==> src/rtl/decim_pkg.sv <==
// Shared types and defaults for the polyphase decimator controller.
// Optional output saturation is selected by the DECIM_SAT_OUT_EN macro.
package decim_pkg;

  typedef enum logic [1:0] {
    COLLECT = 2'd0,
    DRAIN   = 2'd1,
    HOLD    = 2'd2
  } state_e;

  localparam int NPH_DEF = 4;
  localparam int DW_DEF  = 8;
  localparam int BW_DEF  = 17;
  localparam int LAT_DEF = 4;

  // Full-precision width of a sum of nph signed bw-bit terms.
  function automatic int sum_w(input int nph, input int bw);
    return bw + $clog2(nph);
  endfunction

endpackage

==> src/rtl/decim_branch_sum.sv <==
// Combinational signed sum of all branch results; saturates to BW bits
// when DECIM_SAT_OUT_EN is defined, otherwise emits full precision.
module decim_branch_sum
  import decim_pkg::*;
#(
  parameter int NPH = NPH_DEF,
  parameter int BW  = BW_DEF,
  parameter int OW  = sum_w(NPH_DEF, BW_DEF)
) (
  input  logic [NPH*BW-1:0]   br_i,
  output logic signed [OW-1:0] sum_o
);

  localparam int SW = sum_w(NPH, BW);

  logic signed [SW-1:0] acc;
  logic signed [BW-1:0] term;

  // SW bits cannot overflow for NPH terms, so a plain accumulation is exact.
  always_comb begin
    acc  = '0;
    term = '0;
    for (int k = 0; k < NPH; k++) begin
      term = br_i[k*BW +: BW];
      acc  = acc + SW'(term);
    end
  end

`ifdef DECIM_SAT_OUT_EN
  logic signed [SW-1:0] max_v;
  logic signed [SW-1:0] min_v;

  assign max_v = {{(SW-BW+1){1'b0}}, {(BW-1){1'b1}}};
  assign min_v = {{(SW-BW+1){1'b1}}, {(BW-1){1'b0}}};

  always_comb begin
    if (acc > max_v)      sum_o = {1'b0, {(BW-1){1'b1}}};
    else if (acc < min_v) sum_o = {1'b1, {(BW-1){1'b0}}};
    else                  sum_o = acc[OW-1:0];
  end
`else
  assign sum_o = acc;
`endif

endmodule

==> src/rtl/decim_polyphase_ctrl.sv <==
// Polyphase decimator commutator/controller: loads NPH samples into branch
// slices, waits LAT cycles, then holds the branch sum. See DECIM_SAT_OUT_EN.
module decim_polyphase_ctrl
  import decim_pkg::*;
#(
  parameter int NPH = NPH_DEF,
  parameter int DW  = DW_DEF,
  parameter int BW  = BW_DEF,
  parameter int LAT = LAT_DEF,
`ifdef DECIM_SAT_OUT_EN
  localparam int OW = BW
`else
  localparam int OW = sum_w(NPH, BW)
`endif
) (
  input  logic              clk,
  input  logic              rst_n,
  input  logic              flush,
  input  logic              in_valid,
  input  logic [DW-1:0]     in_sample,
  output logic              in_ready,
  output logic [NPH*DW-1:0] br_sample,
  output logic [NPH-1:0]    br_strobe,
  input  logic [NPH*BW-1:0] br_out,
  output logic              out_valid,
  output logic [OW-1:0]     out_data,
  input  logic              out_ready,
  output logic              busy,
  output state_e            dbg_state_o
);

  // Handshakes: a transfer happens on a rising edge where valid && ready;
  // valid holds its data until that edge, ready may change freely.
  localparam int PW = $clog2(NPH);
  localparam int CW = 4;

  state_e               state_q;
  logic [PW-1:0]        phase_q;
  logic [PW-1:0]        phase_d;
  logic [PW-1:0]        slot;
  logic [CW-1:0]        drain_q;
  logic [NPH*DW-1:0]    br_sample_q;
  logic [NPH-1:0]       br_strobe_q;
  logic                 out_valid_q;
  logic signed [OW-1:0] out_data_q;
  logic signed [OW-1:0] sum;
  logic                 accept;
  logic                 last_phase;

  decim_branch_sum #(
    .NPH (NPH),
    .BW  (BW),
    .OW  (OW)
  ) u_branch_sum (
    .br_i  (br_out),
    .sum_o (sum)
  );

  assign in_ready   = (state_q == COLLECT);
  assign accept     = in_valid && in_ready && !flush;
  assign last_phase = (phase_q == PW'(NPH-1));
  assign phase_d    = last_phase ? '0 : phase_q + 1'b1;
  // Newest sample goes to the lowest slice: phase 0 feeds branch NPH-1.
  assign slot       = PW'(NPH-1) - phase_q;

  always_ff @(posedge clk or negedge rst_n) begin
    if (!rst_n) begin
      state_q     <= COLLECT;
      phase_q     <= '0;
      drain_q     <= '0;
      br_sample_q <= '0;
      br_strobe_q <= '0;
      out_valid_q <= 1'b0;
      out_data_q  <= '0;
    end else begin
      br_strobe_q <= '0;
      if (flush) begin
        state_q     <= COLLECT;
        phase_q     <= '0;
        drain_q     <= '0;
        out_valid_q <= 1'b0;
      end else begin
        case (state_q)
          COLLECT: begin
            if (accept) begin
              br_sample_q[slot*DW +: DW] <= in_sample;
              br_strobe_q[slot]          <= 1'b1;
              phase_q                    <= phase_d;
              if (last_phase) begin
                state_q <= DRAIN;
                drain_q <= CW'(LAT);
              end
            end
          end
          DRAIN: begin
            if (drain_q == '0) begin
              out_data_q  <= sum;
              out_valid_q <= 1'b1;
              state_q     <= HOLD;
            end else begin
              drain_q <= drain_q - 1'b1;
            end
          end
          HOLD: begin
            if (out_ready) begin
              out_valid_q <= 1'b0;
              phase_q     <= '0;
              state_q     <= COLLECT;
            end
          end
          default: state_q <= COLLECT;
        endcase
      end
    end
  end

  assign br_sample   = br_sample_q;
  assign br_strobe   = br_strobe_q;
  assign out_valid   = out_valid_q;
  assign out_data    = out_data_q;
  assign busy        = !((state_q == COLLECT) && (phase_q == '0));
  assign dbg_state_o = state_q;

endmodule

==> config.mk <==
export PLATFORM = sky130hd
export DESIGN_NAME = decim_polyphase_ctrl
export DESIGN_NICKNAME = d
export VERILOG_FILES = /design/src/rtl/decim_pkg.sv /design/src/rtl/decim_branch_sum.sv /design/src/rtl/decim_polyphase_ctrl.sv
export SDC_FILE = /design/constraint.sdc
export NUM_CORES = 1
export LEC_CHECK = 0
export BUFFER_PORTS_ARGS = -buffer_cell sky130_fd_sc_hd__buf_2
export CAP_MARGIN = 20
export CORE_MARGIN = 2
export CORE_UTILIZATION = 46
export CTS_CLUSTER_DIAMETER = 150
export DETAILED_ROUTE_END_ITERATION = 6
export PLACE_DENSITY = 0.73
export SYNTH_ARGS = -nofsm -noshare
export SYNTH_HDL_FRONTEND = slang
export SYNTH_SLANG_ARGS = --single-unit
==> constraint.sdc <==
create_clock -name clk -period 2.63 [get_ports clk]
set_input_delay 0.6575 -clock clk [delete_from_list [all_inputs] [get_ports clk]]
set_output_delay 0.6575 -clock clk [all_outputs]
set_load 0.05 [all_outputs]
* After elaboration in Yosys (flattened, before gate mapping)
Cells that the tools add are included.
Operators by class: shifts and indexed selects 2, multipliers 0, add/subtract/negate cells 7, reductions and logical operators 18, div/mod/pow operators 0, bitwise operators 1, order comparisons 2, mux-type cells 25, equal/unequal tests 8
Operators with widths (count):
- $neg A5 Y34 | 1
- $shift A8 B34 Y32 const A | 1
- $shiftx A8 B34 Y32 | 1
- $bwmux W32 | 1
- $mux W4 | 7
- $add A18 B17 Y19 | 1
- $add A19 B17 Y19 | 1
- $add A17 B17 Y18 | 1
- $mux W2 | 8
- $reduce_and A3 Y1 | 4
- $ne A3 B3 Y1 const B | 3
- $reduce_bool A3 Y1 | 3
- $pmux W4 S2 | 1
- $reduce_and A4 Y1 | 2
- $ne A3 B2 Y1 const B | 2
- $pmux W2 S3 | 1
- $eq A2 B2 Y1 const B | 2
- $logic_and A1 B1 Y1 | 4
- $logic_not A2 Y1 | 2
- $logic_not A4 Y1 | 1
- $mux W1 | 4
- $pmux W2 S2 | 1
- $sub A4 B1 Y4 const B | 1
- $lt A2 B3 Y1 const B | 1
- other kinds (8) | 9
Storage, ports and cells: bits in latches 0, memory bits (read-only) 0, bits in writable memories 0, output and inout port bits 60, memories kept 0, register bits 64, input bits 81

* Depth between registers and ports, before layout
depth after elaboration 8, gate-level depth with buffers 13, mapped depth without buffers 13

* Hierarchy
From an unflattened synthesis, not the netlist that was laid out.
Second synthesis, totals: cell total of the unflattened synthesis 475, area, all modules 4685.7 µm²
Modules (own cells, without submodules):
- decim_polyphase_ctrl | cells each 230, sequential area each 1601.5 µm², times used 1, area an instance 2770.2 µm²
- decim_branch_sum | cells each 245, sequential area each 0.0 µm², times used 1, area an instance 1915.6 µm²

* Least setup slack after synthesis
No wires, ideal clock.
path kind input port to flip-flop, start input port br_out[1], end register out_data_q[17], in the netlist out_data[17], library setup time 0.131 ns, stages 13, path slack -1.026 ns, arrival 3.524 ns, buffers on the path 0, path through inv_1 -> fa_1 -> inv_1 -> fa_1 -> ha_1 -> fa_1 -> a211oi_2 -> o21bai_1 -> a2111oi_2 -> nor3_1 -> a31oi_1 -> xnor2_1 -> o21ai_1
Between the ends: cells in the longest elaborated chain, start to end 3
RTL lines:
- start: declaration | line decim_polyphase_ctrl.sv:24 | input logic [NPH*BW-1:0] br_out,
- $add A17 B17 Y18 | line decim_branch_sum.sv:25 | acc = acc + SW'(term);
- $add A18 B17 Y19 | line decim_branch_sum.sv:25
- $add A19 B17 Y19 | line decim_branch_sum.sv:25
- end signal: assignment | line decim_polyphase_ctrl.sv:97 | out_data_q <= sum;
- end: declaration | line decim_polyphase_ctrl.sv:45 | logic signed [OW-1:0] out_data_q;
Every way passes these cells. A chain may end at the register's enable or synchronous reset.

* Worst setup path in the final report
start input port br_out[1], end register out_data_q[15], in the netlist out_data[15]
Same word-level chain as after synthesis.

==> metrics.csv <==
metric,value,unit
drt_iter0_drc,156,
vias_per_cell,4.840,
grt_pass1_wl,17510,um
antenna_found_initial,0,
grt_max_degree,28,
worstPathArrival,3.60,ns
pwr_density_cell,888.6,mW/mm^2
ys_warn_count,0,
finalWeightedCongestion,0.8682,
drt-total-wl,11020,um
slew_viol_final,0,
critical_path.endpoint,out_data[15]$_DFFE_PN0P_,
critPathCaptureType,flip-flop,
die_area,0.01062,sq mm
synth_edf_count,0,
leakagePower,0.003456,uW
wl_per_cell,12.74,um
peakVddDrop,0.3762,mV
netlist_area,0.004512,sq mm
die_y,103.0,um
antenna_cells,0,
grt_pass1_vias,4047,
num_rows,36,
vias,4187,
seqPwrFrac,24.3,%
rr_endpoint,drain_q[3]$_DFFE_PN0P_,
initial_utilization,46.81,%
core,0.009639,sq mm
maxSlewHeadroom,66.74,%
drc,0,
clkTransAtPathRegs,0.07,ns
avgSynthCellArea,8.545,sq um
ys_ff_latch,64,
syn-instance-count,528,
die_w,103.0,um
fin_nets,868,
fin_area,0.006317,sq mm
violations,setup timing,
status,"finished, violations left",
track_usage,20.92,%
drive_above_1_share,36.20,%
synth_most_common_cell,nand2_1,
fin_crit_sh,129.2,%
yosys-top-cells-area,"dfrtp_1 (35%), fa_1 (16%), nand2_1 (9.3%)",
setup_violations,15,
cts_made_buffers,9,
combPwrFrac,62.4,%
port-buffer-count,140,
hp-class,in2async,
finalHoldViolCount,0,
cts_root_buffer,clkbuf_8,
synth_top_area_share,35.50,%
p_sw_share,46.97,%
placed_cell_area,0.005883,sq mm
critical_path.startpoint,br_out[1],
skew,0.009797,ns
r2r_start,drain_q[0]$_DFFE_PN0P_,
cts_sinks,64,
htreeDepth,3,
start_kind,input pin,
fmax,0.2943,GHz
internal-power,2977,uW
rsz0062_at_grt,true,
ant_nets,0,
async_reset_ff_share,100.0,%
clkPwrFrac,13.3,%
firstDrtPassIters,4,
crit_required,2.83,ns
clk_latency,0.34,ns
syn_nets,668,
yosysTopAreaCell,dfrtp_1,
grt_overflow,0,
cts_tree,done,
cap_violations,0,
fill_cells,815,
dp_slack,-1.269,ns
crit_path_max_fanout,2,
dpl.hpwl,8591,um
synth.distinct_cells,41,
postLayoutCoreUtil,65.54,%
synth_commonest_cells,"nand2_1 (112), inv_1 (101), dfrtp_1 (64), o21ai_0 (54), fa_1 (35)",
p_total,5614,uW
finalWorstSetupSlack,-0.7678,ns
worstMarginPinSlew,0.4971,ns
switchingPower,2637,uW
ios,141,
clock_path_buffers,2,
rrSetupSlack,0.37,ns
period_needed,3.398,ns
area_growth,40.02,%
r2r.worst_path.cells,9,
worstSetupPathType,in2reg,
synth-main-ff-cell,dfrtp_1,
yosysSeqAreaShare,35.50,%
-- worst min path at each step --
stage / start / end / depth (start not counted)
CTS: rst_n / br_sample[2]$_DFFE_PN0P_ / 1
floorplan: rst_n / br_sample[0]$_DFFE_PN0P_ / 0
global route: rst_n / br_sample[2]$_DFFE_PN0P_ / 1
finish: rst_n / br_strobe[2]$_DFF_PN0_ / 1
detailed placement: br_sample[6]$_DFFE_PN0P_ / br_sample[6]$_DFFE_PN0P_ / 2
global placement: br_sample[4]$_DFFE_PN0P_ / br_sample[4]$_DFFE_PN0P_ / 2
-- repair_timing --
| action | CTS | global route |
|---|---|---|
| hold buffers | 0 | 0 |
| pin swaps | 27 | 23 |
| gates resized for setup | 32 | 12 |
| setup buffers | 6 | 5 |
| endpoints found under the setup margin | 14 | 15 |
-- power groups by stage --
stage	clock network [uW]	logic (uW)	registers, uW
6_report	747	3500	1360
5_1_grt	804	3800	1390
4_1_cts	755	3350	1360
3_5_place_dp	0	3160	1380
3_3_place_gp	0	3100	1370
2_1_floorplan	0	1370	2170
-- kinds of logic after synthesis --
family	synth area share [%]
mux	0.4714
simple gates	15.53
xor+xnor	2.912
buf+inv	9.484
flops	35.50
compound gates	13.92
fa+ha+maj	22.19
-- per-stage QoR --
step | hold WS (ns) | std cells | setup TNS (ns)
2_1_floorplan | 0.3619 | 528 | -6.398
3_3_place_gp | 0.4561 | 839 | -11.10
3_5_place_dp | 0.4657 | 839 | -12.18
4_1_cts | 0.2881 | 860 | -5.928
5_1_grt | 0.2928 | 865 | -8.268
6_report | 0.2762 | 865 | -6.832
-- cell usage in the layout, fill, tap and decap left out, types with 3 or more instances in the layout --
cell        n
a21oi_1    13
nor2_1     17
inv_1      93
buf_4      57
clkbuf_8   11
fa_1       32
nor3_1      6
and2_1      4
xor2_1      5
ha_4        9
o21a_1      3
xnor2_1     6
a21oi_2     6
dfrtp_1    64
inv_2       6
o21bai_1    3
xnor2_2     4
buf_6       7
o21ai_0    44
nand2_1   111
a21o_1      9
nand4_1     4
ha_1       15
nand3_1     7
fa_2        3
o21ai_1    11
and3_1      3
buf_2     137
-- per-layer routing --
metal / track usage, % / share of wire, %
met5: 0 / 0
met4: 6.984 / 1.6
met3: 3.254 / 5.8
met2: 38.01 / 51
met1: 25.24 / 42
-- layout make-up --
cell class / instances / area, sq um / share of cell area [%]
Tap cell: 133 / 166.4 / 2.634
Clock buffer: 12 / 155.1 / 2.456
Timing Repair Buffer: 202 / 1207 / 19.11
Multi-Input combinational cell: 350 / 2775 / 43.93
Sequential cell: 64 / 1602 / 25.35
Clock inverter: 3 / 17.52 / 0.2773
Inverter: 101 / 394.1 / 6.239
-- worst max-delay path, cell delays in order --
cell      delay (ns)
buf_8           0.08
inv_8           0.02
fa_1            0.54
inv_2           0.04
fa_2            0.46
ha_4            0.18
fa_2            0.35
a211oi_2        0.21
o21bai_2        0.11
a21o_1          0.20
a221o_1         0.37
a21oi_2         0.15
xor2_1          0.15
o21ai_1         0.08
-- state kept, by name, indices dropped and copies added, names as in the netlist --
name,flops
br_sample,32
out_data,19
br_strobe,4
drain_q,4
dbg_state_o,2
phase_q,2
out_valid,1
(Power assumes the default switching activity.)
